==> config.mk <==
export PLATFORM = sky130hd
export DESIGN_NAME = div_unit
export DESIGN_NICKNAME = d
export VERILOG_FILES = /design/src/rtl/div_unit_pkg.sv /design/src/rtl/div_unit.sv
export SDC_FILE = /design/constraint.sdc
export NUM_CORES = 1
export LEC_CHECK = 0
export ABC_AREA = 1
export CAP_MARGIN = 20
export CORE_ASPECT_RATIO = 1.75
export CORE_MARGIN = 2
export CORE_UTILIZATION = 35
export CTS_BUF_LIST = sky130_fd_sc_hd__clkbuf_4 sky130_fd_sc_hd__clkbuf_8
export DETAILED_ROUTE_END_ITERATION = 8
export GPL_TIMING_DRIVEN = 0
export PLACE_DENSITY = 0.64
export SYNTH_ARGS = -nofsm -noshare
export SYNTH_HDL_FRONTEND = slang
export SYNTH_SLANG_ARGS = --single-unit
export TNS_END_PERCENT = 50
==> constraint.sdc <==
create_clock -name clk -period 4.45 [get_ports clk]
set_input_delay 0.89 -clock clk [delete_from_list [all_inputs] [get_ports clk]]
set_output_delay 0.89 -clock clk [all_outputs]
set_load 0.01 [all_outputs]
==> src/rtl/div_unit_pkg.sv <==
// Shared core package: ALU operation encodings used across the execute stage.
// Latency: n/a (types and helpers only).
// Backpressure: n/a.
package div_unit_pkg;

   // Divider operation select, as decoded from the instruction.
   typedef enum logic [1:0] {
      DIV  = 2'b00,
      DIVU = 2'b01,
      REM  = 2'b10,
      REMU = 2'b11
   } div_op_t;

   // Single-cycle ALU operations that share the execute stage with the divider.
   typedef enum logic [2:0] {
      ALU_ADD = 3'd0,
      ALU_SUB = 3'd1,
      ALU_AND = 3'd2,
      ALU_OR  = 3'd3,
      ALU_XOR = 3'd4,
      ALU_SLL = 3'd5,
      ALU_SRL = 3'd6,
      ALU_SRA = 3'd7
   } alu_op_t;

   // DIV and REM treat operands as two's complement.
   function automatic logic div_is_signed(input div_op_t op);
      return ~op[0];
   endfunction

   // REM and REMU return the remainder instead of the quotient.
   function automatic logic div_is_rem(input div_op_t op);
      return op[1];
   endfunction

endpackage

==> src/rtl/div_unit.sv <==
// Iterative restoring divider, one quotient bit per cycle, MSB first.
// Latency: done pulses DATA_WIDTH+1 cycles after start; divide-by-zero and signed overflow take 1 cycle.
// Backpressure: start is accepted only while idle (busy=0); starts seen while busy are dropped, not queued.
// Ports: clk/rst (async active-high), start/op/dividend/divisor request, flush abort,
//        busy (not idle), done (one-cycle result-valid pulse), result (quotient or remainder).
module div_unit
   import div_unit_pkg::*;
#(
   parameter int DATA_WIDTH = 32
) (
   input  logic                  clk,
   input  logic                  rst,
   input  logic                  start,
   input  div_op_t               op,
   input  logic [DATA_WIDTH-1:0] dividend,
   input  logic [DATA_WIDTH-1:0] divisor,
   input  logic                  flush,
   output logic                  busy,
   output logic                  done,
   output logic [DATA_WIDTH-1:0] result
);

   localparam int W     = DATA_WIDTH;
   localparam int CNT_W = (W > 1) ? $clog2(W) : 1;

   typedef enum logic [1:0] {
      IDLE = 2'd0,
      CALC = 2'd1,
      DONE = 2'd2
   } state_t;

   state_t           state, state_nxt;
   logic [CNT_W-1:0] cnt;
   logic [W-1:0]     quo;       // dividend magnitude shifting out, quotient shifting in
   logic [W:0]       rem;       // partial remainder, one extra bit for an exact borrow
   logic [W-1:0]     dvs;       // divisor magnitude
   logic             neg_quo;
   logic             neg_rem;
   logic             sel_rem;

   // Request decode, only meaningful while idle.
   logic         op_signed;
   logic         a_neg, b_neg;
   logic         div_zero, sgn_ovf;
   logic         accept, last;
   logic [W-1:0] mag_a, mag_b;
   logic [W-1:0] most_neg;

   assign most_neg  = {1'b1, {(W-1){1'b0}}};
   assign op_signed = div_is_signed(op);
   assign a_neg     = op_signed & dividend[W-1];
   assign b_neg     = op_signed & divisor[W-1];
   assign mag_a     = a_neg ? -dividend : dividend;
   assign mag_b     = b_neg ? -divisor  : divisor;
   assign div_zero  = (divisor == '0);
   assign sgn_ovf   = op_signed & (dividend == most_neg) & (divisor == '1);
   assign accept    = (state == IDLE) & start & ~flush;
   assign last      = (cnt == CNT_W'(W - 1));

   // One restoring step: shift the next dividend bit in, subtract if it fits.
   logic [W:0] rem_sh, rem_sub;
   assign rem_sh  = {rem[W-1:0], quo[W-1]};
   assign rem_sub = rem_sh - {1'b0, dvs};

   // Sign fix-up applied once, on the way out.
   logic [W-1:0] quo_fix, rem_fix;
   assign quo_fix = neg_quo ? -quo : quo;
   assign rem_fix = neg_rem ? -rem[W-1:0] : rem[W-1:0];

   assign busy = (state != IDLE);

   always_ff @(posedge clk or posedge rst) begin
      if (rst) state <= IDLE;
      else     state <= state_nxt;
   end

   always_comb begin
      state_nxt = state;
      case (state)
         IDLE: if (accept) state_nxt = (div_zero | sgn_ovf) ? DONE : CALC;
         CALC: begin
            if (flush)     state_nxt = IDLE;
            else if (last) state_nxt = DONE;
         end
         DONE:    state_nxt = IDLE;
         default: state_nxt = IDLE;
      endcase
   end

   always_ff @(posedge clk or posedge rst) begin
      if (rst) begin
         cnt     <= '0;
         quo     <= '0;
         rem     <= '0;
         dvs     <= '0;
         neg_quo <= 1'b0;
         neg_rem <= 1'b0;
         sel_rem <= 1'b0;
         done    <= 1'b0;
         result  <= '0;
      end else begin
         done <= 1'b0;
         case (state)
            IDLE: begin
               if (accept) begin
                  cnt     <= '0;
                  sel_rem <= div_is_rem(op);
                  dvs     <= mag_b;
                  if (div_zero) begin
                     // Quotient all-ones, remainder is the raw dividend: no fix-up.
                     quo     <= '1;
                     rem     <= {1'b0, dividend};
                     neg_quo <= 1'b0;
                     neg_rem <= 1'b0;
                  end else if (sgn_ovf) begin
                     // MIN / -1 overflows: quotient wraps back to MIN, remainder 0.
                     quo     <= dividend;
                     rem     <= '0;
                     neg_quo <= 1'b0;
                     neg_rem <= 1'b0;
                  end else begin
                     quo     <= mag_a;
                     rem     <= '0;
                     neg_quo <= a_neg ^ b_neg;
                     neg_rem <= a_neg;
                  end
               end
            end
            CALC: begin
               if (flush) begin
                  cnt <= '0;
               end else begin
                  cnt <= last ? '0 : cnt + 1'b1;
                  if (!rem_sub[W]) begin
                     rem <= rem_sub;
                     quo <= {quo[W-2:0], 1'b1};
                  end else begin
                     rem <= rem_sh;
                     quo <= {quo[W-2:0], 1'b0};
                  end
               end
            end
            DONE: begin
               if (!flush) begin
                  done   <= 1'b1;
                  result <= sel_rem ? rem_fix : quo_fix;
               end
            end
            default: ;
         endcase
      end
   end

endmodule

After elaboration in Yosys (flattened, before gate mapping)
Index checks and enable logic that the tools add are counted.

cells by class
  add/sub/neg operators = 6
  multiply operators = 0
  divide/modulo/power cells = 0
  magnitude comparators = 0
  equal/unequal tests = 8
  shift-type cells = 0
  multiplexer cells = 31
  bitwise gates (word level) = 10
  reductions and logical operators = 9

operators with widths
  operator                                                               number
  32-bit two-way mux                                                     13
  32-bit negation                                                        4
  32-bit one-hot mux with 2 select lines                                 2
  32-bit equality test, second input constant                            2
  33-bit by 32-bit subtractor with 33-bit output                         1
  32-bit zero test                                                       1
  5-bit two-way mux                                                      3
  5-bit one-hot mux with 2 select lines                                  1
  2-bit two-way mux                                                      4
  2-bit AND reduction                                                    4
  1-bit two-way mux                                                      7
  1-bit bitwise AND                                                      6
  5-bit by 1-bit adder with 5-bit output, second input constant          1
  5-bit equality test, second input constant                             1
  2-bit != test, second input constant                                   2
  2-bit one-hot mux with 2 select lines                                  1
  2-bit nonzero test                                                     2
  3-bit != test, second input constant                                   1
  3-bit AND reduction                                                    1
  2-bit by 1-bit equality test with 1-bit output, second input constant  1
  2-bit equality test, second input constant                             1
  2-bit zero test                                                        1
  1-bit inverter                                                         2
  1-bit bitwise OR                                                       1
  1-bit XOR                                                              1

word-level totals
  flip-flop bits (word level) = 139
  bits in latches = 0
  bits in writable memories = 0
  memory bits (read-only) = 0
  input port bits = 70
  output and inout port bits = 34
  logic and storage cells = 74
  memories = 0

Depth between registers and ports, before layout
  word-level depth = 7
  depth in mapped cells = 19
  mapped depth without buffers = 18

Least setup slack after synthesis
No wires, ideal clock.

  kind = input to register
  from = input dividend[0]
  to = register quo[15]
  setup time = 0.130 ns
  arrival = 2.302 ns
  required time = 4.320 ns
  setup slack = 2.018 ns
  cell stages on the path = 14
  buffers on the path = 1
  cell sequence = inv_1 -> ha_1 -> nand3_1 -> nor2_1 -> nand2_1 -> nor2_1 -> nand3_1 -> buf_2 -> nand3_1 -> nand2_1 -> nand2_1 -> nand2_1 -> nand2_1 -> o21ai_1

between the ends
  cells in the longest elaborated chain, start to end = 7
  elaborated cells between the ends (all ways) = 9
  those cells by class = add/sub: 1; eq/ne: 1; mux: 5; bitwise: 2

ends and longest elaborated chain
  element                                                  line             text
  start: declaration                                       div_unit.sv:15   input logic [DATA_WIDTH-1:0] dividend,
  branches (longest 3 deep; another with 32-bit negation)  --
  32-bit two-way mux (*)                                   div_unit.sv:115  end else if (sgn_ovf) begin
  32-bit two-way mux (*)                                   div_unit.sv:109  if (div_zero) begin
  32-bit two-way mux (*)                                   div_unit.sv:105  if (accept) begin
  32-bit one-hot mux with 2 select lines (*)               div_unit.sv:103  case (state)
  end signal: assignment                                   div_unit.sv:117  quo <= dividend;
  end signal: assignment                                   div_unit.sv:122  quo <= mag_a;
  end signal: assignment                                   div_unit.sv:136  quo <= {quo[W-2:0], 1'b1};
  end: declaration                                         div_unit.sv:34   logic [W-1:0] quo;

Mark *: on every way between the ends. The select of a mux whose other input is x is not followed.
A chain may end at the register's enable or synchronous reset.

Final worst setup path
  from = input divisor[11]
  to = register rem[4]

between the ends
  cells in the longest elaborated chain, start to end = 4

ends and longest elaborated chain
  element                                 line             text
  start: declaration                      div_unit.sv:16   input logic [DATA_WIDTH-1:0] divisor,
  32-bit zero test                        div_unit.sv:55   assign div_zero = (divisor == '0);
  32-bit two-way mux                      div_unit.sv:109
  32-bit two-way mux                      div_unit.sv:105
  32-bit one-hot mux with 2 select lines  div_unit.sv:103
  end signal: assignment                  div_unit.sv:112  rem <= {1'b0, dividend};
  end signal: assignment                  div_unit.sv:135  rem <= rem_sub;
  end signal: assignment                  div_unit.sv:138  rem <= rem_sh;
  end: declaration                        div_unit.sv:35   logic [W:0] rem;

Every way passes these cells. The select of a mux whose other input is x is not followed.

==> results.md <==
- Worst slack, placed: 787.1 ps
- Vias in the first global route: 14720
- Final Max Tran Viols: 0
- Setup WS post-layout: 1124 ps
- Dominant cells by area after synthesis: dfrtp_1 26%, nand2_1 19%, inv_1 9.8%
- Post-cts sizing count: 0
- First-pass GRT wire length: 87.04 mm
- RSZ-0062 raised after global routing: no
- Fmax: 0.3007 GHz
- Reg power frac: 23.7%
- CP Class: primary input to flip-flop
- Synth Flop Type: dfrtp_1
- Die area: 0.03942 sq mm
- Layout Skew: 16.39 ps
- Layout area overhead: 15.98%
- Rows: 94
- CTS tree: done
- Cell Count, Final, Fillers Out: 2866
- Post-Syn Nets: 2357
- Total GRT Usage: 30.29%
- Final Util: 41.01%
- Hold WS: 481.1 ps
- Initial antenna violation count: 1
- Initial DRC count: 1014
- HP Class: flip-flop to flip-flop
- Hold buffers post-CTS: 0
- DRC errors left: 0
- Synthesized area: 0.01323 sq mm
- Maximum VDD drop: 0.2373 mV
- Io pins: 104
- Seq cells post-synth: 139
- Count leader, synth: nand2_1
- Via Count: 14970
- Wire per inst: 20.65 um
- Internal power: 4.691 mW
- Clk Latency, worst-skew pair: 520 ps
- Gpl congestion: 1.044
- Share of Yosys cell area claimed by the top area cell type: 26.30%
- EDFF count, synth: 0
- Placed insts: 2833
- Final Cycle Share: 74.74%
- Post-route ant nets: 0
- Post-synth ARST share: 100.0%
- Critical path arrival: 3770 ps
- Core box area: 0.03740 sq mm
- Worst Path Required: 4890 ps
- Total wire length: 59.18 mm
- Actual slew at the worst max-slew pin: 899.8 ps
- Worst Setup End Kind: flip-flop
- Post-synthesis sequential area ratio: 26.30%
- Worst slew margin: 39.50%
- Synth cell count leaders: 677 x nand2_1, 346 x inv_1, 274 x nor2_1
- Avg Vias per Cell: 5.222
- Clock power frac: 10.8%
- DIE WIDTH: 150.9 um
- Largest net degree at the start of global routing: 42
- Dominant cell type by area after synthesis: dfrtp_1
- Num CTS Buffers: 17
- Yosys warns: 0
- Post-synth cell types: 49
- PortBufs: 103
- Final hold vios: 0
- Run status: complete, no violations
- 1st-pass router iterations: 8
- Max cap viols: 0
- Avg Inst Size Synth: 5.886 sq um
- DP Area: 0.01492 sq mm
- Clk slew on worst S/H paths: 80 ps
- Max clock buf depth: 2
- Setup_tns: 0 ps
- Tot Pwr: 10.58 mW
- Period minus WS final: 3326 ps
- H-tree levels: 4
- Final setup violating endpoints: 0
- HPWL after DPL: 50.43 mm
- Switching Share: 55.66%
- Combinational share of power: 65.6%
- Final nets: 2482
- Share of layout cells above drive strength 1: 4.654%
- Final instance area: 0.01534 sq mm
- Clk sinks: 139
- Psw: 5.889 mW
- Mapped Cells: 2247
- Static leakage: 7.733 nW
- Clock Tree Root: clkbuf_8
- Post-CTS Setup Bufs: 0
- Initial core utilization: 35.36%
- CP max FO: 10
- Startpoint Class: primary input
- Pwr dens: 689.8 mW/mm^2
- Die boundary height: 261.2 um
- Grt total ovfl: 0
[cells in the final DEF (no fill, tap or decap), types with 3 or more instances in the layout]
cell,count
nand2_1,677
inv_1,345
nor2_1,274
nand3_1,211
dfrtp_1,139
o21ai_0,113
clkdlybuf4s50_1,103
a21oi_1,90
clkbuf_1,54
xor2_1,52
ha_1,39
nor3_1,34
nand4_1,25
a31oi_1,24
a21oi_2,21
o21ai_1,20
inv_2,17
clkbuf_8,17
o31ai_1,15
nand3b_1,10
buf_2,9
o22ai_1,9
xnor2_1,8
nor2_2,7
o211ai_1,4
a22oi_1,4
buf_6,4
clkinvlp_4,4
and2_1,3
nor4_1,3
buf_1,3
nand2_4,3
nand2_2,3
buf_4,3
bufinv_16,3
inv_6,3
buf_12,3
[logic make-up after synthesis]
| kind of cell | after synthesis | synth area share, % |
|---|---|---|
| AOI/OAI and AO/OA | 309 | 13.25 |
| xor gates and xnor gates | 60 | 3.974 |
| adders and majority gates | 40 | 3.841 |
| buffers and inverters | 438 | 12.83 |
| and+or+nand+nor | 1261 | 39.80 |
| DFF | 139 | 26.30 |
[critical path, stage by stage]
cell and delay, ps:
clkdlybuf4s50_1 490, nor2_1 210, inv_1 90, nor4_1 550, nand3_1 250, buf_2 270
o31ai_1 750, inv_1 90, a21oi_1 160
[power groups by stage]
stage / sequential [mW] / combinational (mW) / clock, mW
CTS: 2.49 / 6.88 / 1.14
global placement: 2.49 / 6.79 / 0
global route: 2.56 / 7.77 / 1.19
finish: 2.50 / 6.94 / 1.14
floorplan: 2.28 / 4.63 / 0
detailed placement: 2.51 / 6.85 / 0
[per-layer routing]
layer / global-route usage [%] / routed length (um) / vias to the layer above
met4: 28.30 / 6593 / 0
li1: - / - / 7355
met2: 55.57 / 30400 / 551
met1: 28.88 / 19880 / 6836
met3: 3.258 / 2305 / 225
met5: 0 / 0 / -
[worst paths after layout]
path	start	endpoint	slack (ps)	cells after the start
worst max register to register	quo[31]	quo[0]	1230	18
min in group asynchronous	rst	result[1]	870	2
worst min register to register	result[22]	result[22]	480	2
max in group asynchronous	rst	cnt[3]	2630	4
worst min-delay path	result[22]	result[22]	480	2
worst max-delay path	divisor[11]	rem[4]	1120	9
[cell type report]
class,count,area (sq um)
fill,4198,22060
antenna,1,2.502
clock inverter,13,166.4
buffer,73,326.6
timing repair buffer,106,1091
multi-input combinational,1670,8050
inverter,365,1374
tap,480,600.6
clock buffer,19,249.0
sequential,139,3478
[sequential cells by signal (all words and copies together) (netlist names)]
register	count
result	32
dvs	32
neg_rem	1
rem	32
done	1
neg_quo	1
cnt	5
sel_rem	1
quo	32
state	2
No activity file was read; power rests on OpenSTA's default activity.
